`config.mk`:
```
export PLATFORM = sky130hd
export DESIGN_NAME = coproc_cmd_bridge
export DESIGN_NICKNAME = d
export VERILOG_FILES = /design/src/rtl/coproc_cmd_bridge_pkg.sv /design/src/rtl/coproc_cmd_bridge_fifo.sv /design/src/rtl/coproc_cmd_bridge.sv
export SDC_FILE = /design/constraint.sdc
export NUM_CORES = 1
export LEC_CHECK = 0
export ABC_AREA = 0
export CORE_MARGIN = 1.5
export CORE_UTILIZATION = 54
export CTS_CLUSTER_SIZE = 30
export DETAILED_ROUTE_END_ITERATION = 10
export MAX_ROUTING_LAYER = met4
export PLACE_DENSITY = 0.87
export SLEW_MARGIN = 20
export SYNTH_ARGS = -nofsm -noshare
export SYNTH_HDL_FRONTEND = slang
export SYNTH_SLANG_ARGS = --single-unit
```
`constraint.sdc`:
```
create_clock -name clk -period 2.6 [get_ports clk]
set_input_delay 0.52 -clock clk [delete_from_list [all_inputs] [get_ports clk]]
set_output_delay 0.52 -clock clk [all_outputs]
set_load 0.05 [all_outputs]
```
`src/rtl/coproc_cmd_bridge_pkg.sv`:
```
// coproc_bridge_pkg: shared types, status-bit offsets and CLR decode for the coprocessor command bridge.
package coproc_bridge_pkg;

    typedef enum logic [1:0] {IDLE, ISSUE, WAIT} state_t;

    // Status bit positions, counted upward from the top of the captured coprocessor flags
    localparam int unsigned DONE = 0;
    localparam int unsigned BUSY = 1;
    localparam int unsigned FULL = 2;
    localparam int unsigned OVF  = 3;
    localparam int unsigned TMO  = 4;
    localparam int unsigned STATUS_W = 5;

    function automatic logic is_clr(input logic [63:0] word, input int unsigned width);
        return &(word | ~((64'd1 << width) - 64'd1));
    endfunction

endpackage

```
`src/rtl/coproc_cmd_bridge_fifo.sv`:
```
// bridge_fifo: show-ahead synchronous FIFO holding pending coprocessor instructions.
module bridge_fifo #(
    parameter int DEPTH = 4,
    parameter int W     = 29
) (
    input  logic                     clk,
    input  logic                     reset,
    input  logic                     push_i,
    input  logic                     pop_i,
    input  logic [W-1:0]             din_i,
    output logic [W-1:0]             dout_o,
    output logic                     full_o,
    output logic                     empty_o,
    output logic [$clog2(DEPTH):0]   count_o
);
    localparam int AW = $clog2(DEPTH);

    logic [W-1:0]  mem_q [DEPTH];
    logic [AW-1:0] wr_q, rd_q;
    logic [AW:0]   cnt_q;
    logic          wr_en, rd_en;

    assign rd_en   = pop_i && !empty_o;
    // A push at full is only legal when the head leaves in the same cycle
    assign wr_en   = push_i && (!full_o || rd_en);
    assign dout_o  = mem_q[rd_q];
    assign full_o  = cnt_q == (AW+1)'(DEPTH);
    assign empty_o = cnt_q == '0;
    assign count_o = cnt_q;

    always_ff @(posedge clk) begin
        if (reset) begin
            wr_q  <= '0;
            rd_q  <= '0;
            cnt_q <= '0;
        end else begin
            if (wr_en) wr_q <= wr_q + 1'b1;
            if (rd_en) rd_q <= rd_q + 1'b1;
            cnt_q <= cnt_q + {{AW{1'b0}}, wr_en} - {{AW{1'b0}}, rd_en};
        end
    end

    always_ff @(posedge clk) begin
        if (wr_en) mem_q[wr_q] <= din_i;
    end

endmodule

```
`src/rtl/coproc_cmd_bridge.sv`:
```
// coproc_cmd_bridge: HPS PIO to coprocessor bridge with instruction queue, issue handshake and sticky status.
// Define COPROC_CMD_BRIDGE_TIMEOUT_EN to enable the WAIT-state watchdog and the tmo status bit.
module coproc_cmd_bridge
    import coproc_bridge_pkg::*;
#(
    parameter int INSTR_W = 29,
    parameter int DATA_W  = 8,
    parameter int FLAG_W  = 4,
    parameter int DEPTH   = 4,
    parameter int TIMEOUT = 1024
) (
    input  logic                         clk,
    input  logic                         reset,
    input  logic [INSTR_W-1:0]           instruction_in,
    input  logic                         enable_in,
    output logic [INSTR_W-1:0]           cop_instr,
    output logic                         cop_valid,
    input  logic                         cop_ready,
    input  logic                         cop_done,
    input  logic [DATA_W-1:0]            cop_data,
    input  logic [FLAG_W-1:0]            cop_flags,
    output logic [DATA_W-1:0]            dataout,
    output logic [FLAG_W+STATUS_W-1:0]   flags_out
);
    localparam int AW = $clog2(DEPTH);

    if (DEPTH < 2 || (DEPTH & (DEPTH - 1)) != 0) begin : g_bad_depth
        $error("DEPTH must be a power of two >= 2");
    end
    if (TIMEOUT < 1) begin : g_bad_timeout
        $error("TIMEOUT must be >= 1");
    end

    state_t               state_q, state_d;
    logic                 enable_q;
    logic [INSTR_W-1:0]   cop_instr_q, cop_instr_d;
    logic                 cop_valid_q, cop_valid_d;
    logic [DATA_W-1:0]    dataout_q;
    logic [FLAG_W-1:0]    cflags_q;
    logic                 done_q, ovf_q, tmo;
    logic                 cmd, clr, push, pop, drop, capture, expire;
    logic                 q_full, q_empty;
    logic [AW:0]          q_count;
    logic [INSTR_W-1:0]   q_head;

    assign cmd     = enable_in && !enable_q;
    assign clr     = cmd && is_clr(64'(instruction_in), INSTR_W);
    assign pop     = state_q == ISSUE && cop_valid_q && cop_ready;
    assign push    = cmd && !clr && (!q_full || pop);
    assign drop    = cmd && !clr && !push;
    assign capture = state_q == WAIT && cop_done;

    bridge_fifo #(.DEPTH(DEPTH), .W(INSTR_W)) u_fifo (
        .clk     (clk),
        .reset   (reset),
        .push_i  (push),
        .pop_i   (pop),
        .din_i   (instruction_in),
        .dout_o  (q_head),
        .full_o  (q_full),
        .empty_o (q_empty),
        .count_o (q_count)
    );

`ifdef COPROC_CMD_BRIDGE_TIMEOUT_EN
    localparam int TW = $clog2(TIMEOUT + 1);
    logic [TW-1:0] tcnt_q;
    logic          tmo_q;

    assign expire = state_q == WAIT && !cop_done && tcnt_q == TW'(TIMEOUT - 1);
    assign tmo    = tmo_q;

    always_ff @(posedge clk) begin
        if (reset || state_q != WAIT) tcnt_q <= '0;
        else tcnt_q <= tcnt_q + 1'b1;
    end

    always_ff @(posedge clk) begin
        if (reset) tmo_q <= 1'b0;
        else tmo_q <= expire ? 1'b1 : clr ? 1'b0 : tmo_q;
    end
`else
    assign expire = 1'b0;
    assign tmo    = 1'b0;
`endif

    always_comb begin
        state_d     = state_q;
        cop_valid_d = cop_valid_q;
        cop_instr_d = cop_instr_q;
        case (state_q)
            IDLE: if (!q_empty) begin
                state_d     = ISSUE;
                cop_valid_d = 1'b1;
                cop_instr_d = q_head;
            end
            ISSUE: if (cop_ready) begin
                state_d     = WAIT;
                cop_valid_d = 1'b0;
            end
            WAIT: if (capture || expire) state_d = IDLE;
            default: state_d = IDLE;
        endcase
    end

    always_ff @(posedge clk) begin
        if (reset) begin
            state_q     <= IDLE;
            enable_q    <= 1'b0;
            cop_valid_q <= 1'b0;
            cop_instr_q <= '0;
            dataout_q   <= '0;
            cflags_q    <= '0;
            done_q      <= 1'b0;
            ovf_q       <= 1'b0;
        end else begin
            state_q     <= state_d;
            enable_q    <= enable_in;
            cop_valid_q <= cop_valid_d;
            cop_instr_q <= cop_instr_d;
            dataout_q   <= capture ? cop_data : dataout_q;
            cflags_q    <= capture ? cop_flags : cflags_q;
            // A completing result outranks a clear arriving in the same cycle
            done_q      <= capture ? 1'b1 : (clr || push) ? 1'b0 : done_q;
            ovf_q       <= drop ? 1'b1 : clr ? 1'b0 : ovf_q;
        end
    end

    assign cop_valid = cop_valid_q;
    assign cop_instr = cop_instr_q;
    assign dataout   = dataout_q;
    assign flags_out[FLAG_W-1:0]    = cflags_q;
    assign flags_out[FLAG_W + DONE] = done_q;
    assign flags_out[FLAG_W + BUSY] = state_q != IDLE || q_count != '0;
    assign flags_out[FLAG_W + FULL] = q_full;
    assign flags_out[FLAG_W + OVF]  = ovf_q;
    assign flags_out[FLAG_W + TMO]  = tmo;

endmodule
```
# == After elaboration in Yosys (flattened, before gate mapping) ==
# Memory sizes are Yosys's and may differ from the RTL's. A register that Yosys moved wholly into a read port is not among the register bits.
# Cells that the tools add are included.
# op_classes
addsub,4
eq_ne,6
n_mux,13
bitwise,1
n_reduce_logical,30
# ops
operator,n
AND reduction 29 bit,1
logical AND 1 bit,10
two-way mux 1 bit,8
nonzero test 2 bit,4
two-way mux 2 bit,3
"inequality test 2 bit, second input constant",3
case mux 2 bit (3 select lines),1
AND reduction 3 bit,2
logical NOT 1 bit,5
"adder 2 x 1 -> 2 bit, second input constant",2
logical OR 1 bit,4
adder 3 x 1 -> 3 bit,1
"equality test 3 bit, second input constant",1
logical NOT 3 bit,1
nonzero test 3 bit,1
subtractor 3 x 1 -> 3 bit,1
"equality test 2 x 1 -> 1 bit, second input constant",1
"equality test 2 bit, second input constant",1
logical NOT 2 bit,1
case mux 1 bit (2 select lines),1
AND reduction 2 bit,1
NOT 1 bit,1
# word_totals
register_bits,25
mem_bits_rw,116
input_bits,46
output_inout_bits,47
elab_cells,65
n_memories,1
# memory_table
memory,depth,word_bits,rd,rd_ports_with_merged_regs,wr,line_no,text
u_fifo.mem_q,4,29,1,1,1,coproc_cmd_bridge_fifo.sv:18,logic [W-1:0] mem_q [DEPTH];

# == Logic depth before layout (Yosys ltp) ==
# Gate-level depths: netlist (run 1).
# depth
word_depth,9
ltp_mapped,11
depth_no_buf,10

# == Hierarchy ==
# A second synthesis (run 1) with hierarchy kept.
# hier_totals
hier_cells,430
area_unflattened_um2,6501.2
# by_module_without_submodules
mod,instances,cells_each,area_each_um2,seq_area_each_um2
bridge_fifo,1,199,4669.5,3663.5
coproc_cmd_bridge,1,231,1831.8,940.9

# == Worst setup path after synthesis (run 1) ==
# Ideal clock, no wire load.
# synth_timing
path_kind,register -> register
startpoint,"reg cop_valid_q, in the netlist cop_valid"
endpoint,"reg u_fifo.cnt_q[2], in the netlist u_fifo.count_o[2]"
setup_time_ns,0.128
t_arrival_ns,2.205
t_required_ns,2.472
path_slack_ns,0.268
stages_incl_launch_ff,11
path_buffers,0
period_less_slack_ns,2.332
path_cell_list,dfxtp_1 nand4b_4 nor2_1 ha_1 inv_1 ha_1 inv_1 fa_1 xor2_1 xnor2_1 nor2_1
# synth_via
elab_chain_len,7
word_cells_on_any_way,9
cone_classes,2 x add/sub; 7 x reduce/logical
# synth_rtl
element,line_no,text
start: declaration,coproc_cmd_bridge.sv:37,"logic cop_valid_q, cop_valid_d;"
start signal: assignment,coproc_cmd_bridge.sv:119,cop_valid_q <= cop_valid_d;
logical AND 1 bit (*) (2 in series),coproc_cmd_bridge.sv:48,assign pop = state_q == ISSUE && cop_valid_q && cop_ready;
logical AND 1 bit (*),coproc_cmd_bridge_fifo.sv:23,assign rd_en = pop_i && !empty_o;
via u_fifo.rd_en,coproc_cmd_bridge_fifo.sv:21,"logic wr_en, rd_en;"
logical OR 1 bit,coproc_cmd_bridge_fifo.sv:25,assign wr_en = push_i && (!full_o || rd_en);
logical AND 1 bit,coproc_cmd_bridge_fifo.sv:25,
adder 3 x 1 -> 3 bit,coproc_cmd_bridge_fifo.sv:39,"cnt_q <= cnt_q + {{AW{1'b0}}, wr_en} - {{AW{1'b0}}, rd_en};"
subtractor 3 x 1 -> 3 bit (*),coproc_cmd_bridge_fifo.sv:39,
end signal: assignment,coproc_cmd_bridge_fifo.sv:39,
end: declaration,coproc_cmd_bridge_fifo.sv:20,logic [AW:0] cnt_q;
# Mark *: on every way through the listed nets, which the timed path passes. The rest lies on a longest branch.
# A chain may end at the register's enable or synchronous reset.

# == Final worst setup path (run 1) ==
# layout_timing
startpoint,in instruction_in[19]
endpoint,"reg u_fifo.cnt_q[2], in the netlist u_fifo.count_o[2]"
# layout_via
elab_chain_len,8
# layout_rtl
element,line_no,text
start: declaration,coproc_cmd_bridge.sv:14,"input logic [INSTR_W-1:0] instruction_in,"
AND reduction 29 bit,coproc_cmd_bridge_pkg.sv:15,return &(word | ~((64'd1 << width) - 64'd1));
logical AND 1 bit,coproc_cmd_bridge.sv:47,"assign clr = cmd && is_clr(64'(instruction_in), INSTR_W);"
logical NOT 1 bit,coproc_cmd_bridge.sv:49,assign push = cmd && !clr && (!q_full || pop);
logical AND 1 bit (2 in series),coproc_cmd_bridge.sv:49,
logical AND 1 bit,coproc_cmd_bridge_fifo.sv:25,
via u_fifo.wr_en,coproc_cmd_bridge_fifo.sv:21,
adder 3 x 1 -> 3 bit,coproc_cmd_bridge_fifo.sv:39,
subtractor 3 x 1 -> 3 bit,coproc_cmd_bridge_fifo.sv:39,
# The timed path passes the listed nets, and every way through them passes these cells.

==> metrics.md, run 1 <==
| Metric | Value |
|---|---|
| GRT Overall Usage | 0.237 |
| FMAX | 421 MHz |
| Top post-synthesis cells by area | edfxtp_1 (54%), dfxtp_1 (17%), mux4_2 (10%) |
| Cell count after synthesis | 423 |
| Final Setup Violations | 0 |
| CTS root buf | clkbuf_16 |
| # rows | 39 |
| Cts bufs inserted | 17 |
| WL/cell | 18.8 um |
| Synth top area share | 0.538 |
| Fillers | 742 |
| CTS sink count | 170 |
| Vias | 3883 |
| Synth Area in XOR/XNOR | 0.00541 |
| Routed Antenna Nets | 0 |
| Synth-to-Final Area Change | 29.5% |
| Crit. End Element | flip-flop |
| Initial antenna violation count | 0 |
| Outcome | finished with violations |
| Max-Cap Viols | 0 |
| Yosys warnings | 0 |
| Sequential-to-total area share from yosys stat | 0.704 |
| 1st-iter DRT viols | 334 |
| Grt total ovfl | 0 |
| Largest net degree at the start of global routing | 31 |
| Flops & latches, synth | 170 |
| Fraction of layout cells with a size suffix above 1 | 0.201 |
| Crit-path max FO | 5 |
| Port buffer count | 91 |
| Core Region | 11600 sq um |
| Die Ht | 113 um |
| PwrDens | 977 nW/um^2 |
| Final Max Slew Viols | 0 |
| Die X | 113 um |
| Clock latency on the worst-skew pair | 0.43 ns |
| CTS Buffer Depth | 2 |
| Fin crit share | 0.914 |
| DP HPWL | 8.64 mm |
| Fin crit period | 2.38 ns |
| Mux cell area share after synthesis | 0.105 |
| Commonest cells after routing, fill and taps aside | edfxtp_1 (116), clkdlybuf4s50_1 (88), nand2_1 (86) |
| First drt pass iteration count | 8 |
| Tot Pwr | 8.20 mW |
| Final-stage net count | 602 |
| Routed wire length | 13.3 mm |
| Syn_area_per_cell | 15.3 sq um |
| Hold Crit Class | flip-flop to flip-flop |
| Placed cell area | 7810 sq um |
| DRC viols | 9 |
| DR vias/cell | 5.51 |
| Worst R2R Start | u_fifo.count_o[1] |
| Routability Congestion | 0.826 |
| Failing checks | design-rule violations |
| Diodes inserted | 0 |
| Starting density of the core | 0.560 |
| Unrepaired setup endpoints after global routing | no |
| Worst clock skew | 0.00506 ns |
| Largest family of logic cells by synthesized area | multiplexers |
| Worst path required time | 2.92 ns |
| Register clock-pin slew on the reported worst setup and hold paths | 0.06 ns |
| Simple-Gate Fraction of Synth Area | 0.0973 |
| Final core occ | 0.726 |
| Final cell count without fillers | 705 |
| Measured slew at the worst slew-check pin | 0.543 ns |
| Post-Synth Adder-Cell Area | 0.0147 |
| Vias in the first global route | 4123 |
| WP data arrival | 2.69 ns |
| Dpl cells | 673 |
| Crit start category | input pin |
| CTS H-Tree Depth | 4 |
| Hold_sp | cop_instr[2] |
| Slew HR | 0.638 |
| Syn Std Cell Area | 6480 sq um |
| Critical path class | input pin to flip-flop |
| Syn Nets | 476 |
| Final Cell Area | 8390 sq um |
| Hold-fix buffer count after cts | 0 |
| Final Hold Fails | 0 |
| VDD IR-drop max | 0.000611 V |
| Setup_tns | 0 ns |
| Crit path from | instruction_in[19] |
| First-pass GRT wire length | 21.4 mm |
| CTS tree | yes |
| Synth Area in Compound Gates | 0.0454 |
| IO Pins | 93 |
| Yosys top cell by area | edfxtp_1 |
| Die Area | 12700 sq um |
| Commonest non-fill, non-tap cell in the layout | edfxtp_1 |
| Leakage | 2.88 nW |
| Post-synth cell types | 40 |
[metrics by stage]
| step | setup slack, ns | hold slack, ns |
|---|---|---|
| 3_5_place_dp | -0.244 | 0.446 |
| 2_1_floorplan | 0.268 | 0.477 |
| 5_1_grt | 0.123 | 0.468 |
| 6_report | 0.224 | 0.452 |
| 3_3_place_gp | -0.163 | 0.441 |
| 4_1_cts | 0.0438 | 0.454 |
[timing repair]
action	4_1_cts	5_1_grt
gates resized for setup	1	1
setup buffers	0	0
setup endpoints to repair	1	1
gates cloned	0	0
[worst max-delay path: stages]
cell	delay (ns)
clkdlybuf4s50_1	0.54
nand4_1	0.25
nor4_4	0.43
a221oi_4	0.13
ha_1	0.21
inv_1	0.07
fa_1	0.18
xor2_1	0.18
xnor2_1	0.13
nor2_1	0.05
[cell usage after synthesis]
library cell  number
buf_6              3
mux2_4             1
nand3b_1           1
xnor2_1            3
nor2b_1            3
mux4_2            29
a221oi_4           1
nand2b_1           4
a2111oi_0          1
nor3b_1            1
nand4_1            6
nor4_4             2
fa_1               1
a31oi_1            1
buf_2              2
inv_1              6
nand4b_4           1
xor2_1             1
o21ai_0            1
nor4_1             1
and3b_2            1
a21oi_1           43
nor2_1            13
nor3_4             1
nand2_1           86
ha_1               6
nor3_2             1
dfxtp_1           54
buf_4              9
edfxtp_1         116
mux2i_1            1
conb_1             1
and2_2             4
a21o_1             1
buf_1              1
nand3_1            1
o21bai_1           1
a311oi_1           2
clkbuf_1          11
nor3b_4            1
[layout make-up]
class,instances,area [sq um],share of cell area
tap,143,179,0.0213
clock buffer,19,433,0.0516
timing repair buffer,133,1300,0.155
inverter,6,22.5,0.00268
clock inverter,13,150,0.0179
multi-input combinational,221,1740,0.208
sequential,170,4570,0.544
[flip-flops by register name, summed over array words and instances (netlist names)]
| register | count |
|---|---|
| u_fifo.mem_q | 116 |
| dataout | 8 |
| cop_valid | 1 |
| u_fifo.wr_q | 2 |
| cflags_q | 4 |
| ovf_q | 1 |
| u_fifo.rd_q | 2 |
| done_q | 1 |
| enable_q | 1 |
| cop_instr | 29 |
| state_q | 2 |
| u_fifo.count_o | 3 |
[cells by family (layout without fill, tap and decap cells)]
group | count (synthesis) | after routing
flops | 170 | 170
simple gates | 127 | 127
compound gates | 51 | 51
buf+inv | 32 | 171
mux | 31 | 31
fa+ha+maj | 7 | 7
xor+xnor | 4 | 4
other cells | 1 | 1
[where the power goes]
part | switching [mW] | internal [mW] | total [mW]
clock | 0.991 | 1.50 | 2.49
combinational | 1.44 | 0.795 | 2.24
sequential | 0.211 | 3.26 | 3.47
[metal layers]
layer  up-vias  global-route usage  wire length, um
li1       1816                   -                -
met1      1934               0.270             5150
met2       112               0.407             7150
met3        21              0.0535              713
met4         0              0.0987              265
met5         -                   -                0
[path summary, 6_finish.rpt]
| kind | end | slack (ns) | depth (start not counted) |
|---|---|---|---|
| min | cop_instr[2] | 0.45 | 2 |
| max reg2reg | u_fifo.count_o[2] | 0.31 | 10 |
| min reg2reg | cop_instr[2] | 0.45 | 2 |
| max | u_fifo.count_o[2] | 0.22 | 10 |
Note: power is estimated with default switching activity, not from simulation.
==> inputs of run 2 (changes only) <==
Settings changed: CORE_UTILIZATION 54 to 30, PLACE_DENSITY 0.87 to 0.57.
Clock period 2.6 ns to 3.1 ns, I/O delays scaled along.
==> run 2 against run 1 <==
The flow now finishes without violations; power decreased by 16%; final cell count increased by 15%; first-iteration DRC count is 46% lower; clock power fell by 15%; design area is 0.36% lower; clock-buffer cell count up 1; clock skew increased by 0.0044 ns; global-route usage decreased by 10 points; critical path type is now flip-flop to output pin.
==> metrics.md, run 2 (same netlist as run 1, synthesis figures left out) <==
| Metric | Value |
|---|---|
| Outcome | complete, no violations |
| CTS sink count | 170 |
| Fraction of layout cells with a size suffix above 1 | 0.166 |
| Critical path class | flip-flop to output pin |
| GRT Overall Usage | 0.136 |
| CTS Buffer Depth | 2 |
| NetSw | 2.24 mW |
| Initial antenna violation count | 0 |
| Die Area | 22500 sq um |
| Final-stage net count | 577 |
| Crit start category | flip-flop |
| Synth-to-Final Area Change | 29.0% |
| Vias in the first global route | 3898 |
| Top reg by flops | u_fifo.mem_q |
| First drt pass iteration count | 4 |
| Clock power share | 0.307 |
| Starting density of the core | 0.307 |
| VDD IR-drop max | 0.000440 V |
| Register clock-pin slew on the reported worst setup and hold paths | 0.06 ns |
| Tot Pwr | 6.88 mW |
| Final Hold Fails | 0 |
| Routed wire length | 13.9 mm |
| DR vias/cell | 4.57 |
| Commonest non-fill, non-tap cell in the layout | edfxtp_1 |
| Measured slew at the worst slew-check pin | 0.759 ns |
| Unrepaired setup endpoints after global routing | no |
| DP HPWL | 9.31 mm |
| FMAX | 364 MHz |
| Commonest cells after routing, fill and taps aside | edfxtp_1 (116), clkdlybuf4s50_1 (90), nand2_1 (86) |
| Internal | 4.64 mW |
| CTS tree | yes |
| Grt total ovfl | 0 |
| Combinational Power Share | 0.270 |
| DRC viols | 0 |
| Fin crit share | 0.885 |
| IO Pins | 93 |
| Leakage | 2.72 nW |
| Port buffer count | 91 |
| WL/cell | 17.2 um |
| Die Ht | 150 um |
| Hold Crit Class | flip-flop to flip-flop |
| Hold-fix buffer count after cts | 0 |
| Crit. End Element | output pin |
| Total setup buffers inserted after CTS | 0 |
| Max-Cap Viols | 0 |
| Worst path required time | 2.48 ns |
| Routability Congestion | 0.770 |
| Flop pwr share | 0.423 |
| 1st-iter DRT viols | 181 |
| Die X | 150 um |
| Final Setup Violations | 0 |
| First-pass GRT wire length | 21.6 mm |
| Resize count post-CTS | 0 |
| # rows | 53 |
| Core Region | 21100 sq um |
| Largest net degree at the start of global routing | 38 |
| CTS root buf | clkbuf_16 |
| PwrDens | 823 nW/um^2 |
| Vias | 3711 |
| Diodes inserted | 0 |
| Routed Antenna Nets | 0 |
| Worst clock skew | 0.00944 ns |
| WP data arrival | 2.12 ns |
| Switching fraction of total power | 0.326 |
| Setup_tns | 0 ns |
| Slew HR | 0.494 |
| CTS H-Tree Depth | 4 |
| Fin crit period | 2.74 ns |
| Clock latency on the worst-skew pair | 0.43 ns |
| Crit-path max FO | 4 |
| Cts bufs inserted | 17 |
| Final Max Slew Viols | 0 |
| Max reg flops | 116 |
run 2: cell count changes in the layout (fill, tap and decap cells not counted), sizes merged:
cell           delta
clkbuf            +1
inv               -2
dlymetal6s2s      -1
clkdlybuf4s50     +2
clkinv            -4
dlygate4sd2       -1
clkinvlp          +5
buf              -25
run 2: per-stage QoR:
stage | utilization | instance area [sq um] | setup slack [ns] | cells | hold WS [ns]
final | 0.396 | 8360 | 0.356 | 812 | 0.454
after global routing | 0.396 | 8360 | 0.265 | 812 | 0.478
after CTS | 0.396 | 8360 | 0.326 | 812 | 0.457
after detailed placement | 0.369 | 7770 | 0.0226 | 780 | 0.448
after global placement | 0.369 | 7770 | 0.126 | 780 | 0.443
after floorplan | - | 6480 | 0.768 | 423 | 0.477
run 2: path summary, 6_finish.rpt:
kind,from,endpoint,slack [ns],depth (start not counted)
min,cop_instr[0],cop_instr[0],0.45,2
min reg2reg,cop_instr[0],cop_instr[0],0.45,2
max,u_fifo.count_o[2],flags_out[6],0.36,2
max reg2reg,state_q[0],u_fifo.count_o[2],0.72,10
run 2: power groups by stage:
stage / Combinational [mW] / Clock, mW / Sequential, mW
after floorplan: 0.791 / 0 / 3.39
after global placement: 1.88 / 0 / 2.95
after detailed placement: 1.89 / 0 / 2.96
after CTS: 1.90 / 2.16 / 2.91
after global routing: 2.00 / 2.25 / 2.95
final: 1.86 / 2.11 / 2.91
run 2: metal layers:
| metal | share of wire | global-route usage | wire, um |
|---|---|---|---|
| met5 | 0 | - | 0 |
| met4 | 0.014 | 0.0471 | 194 |
| met1 | 0.44 | 0.166 | 6200 |
| met3 | 0.047 | 0.0332 | 651 |
| met2 | 0.49 | 0.219 | 6900 |
run 2: area by class of cell:
cell class,count,area [sq um]
well taps,275,344
repair buffers,108,1100
clock inverters,12,153
inverters,6,22.5
fillers,1946,12700
multi-input cells,221,1740
flip-flops and latches,170,4570
clock buffers,20,437
run 2: worst max-delay path, cell delays in order (launching register included):
cell,delay [ns]
dfxtp_1,0.45
nor3b_4,0.38
clkdlybuf4s50_1,0.88
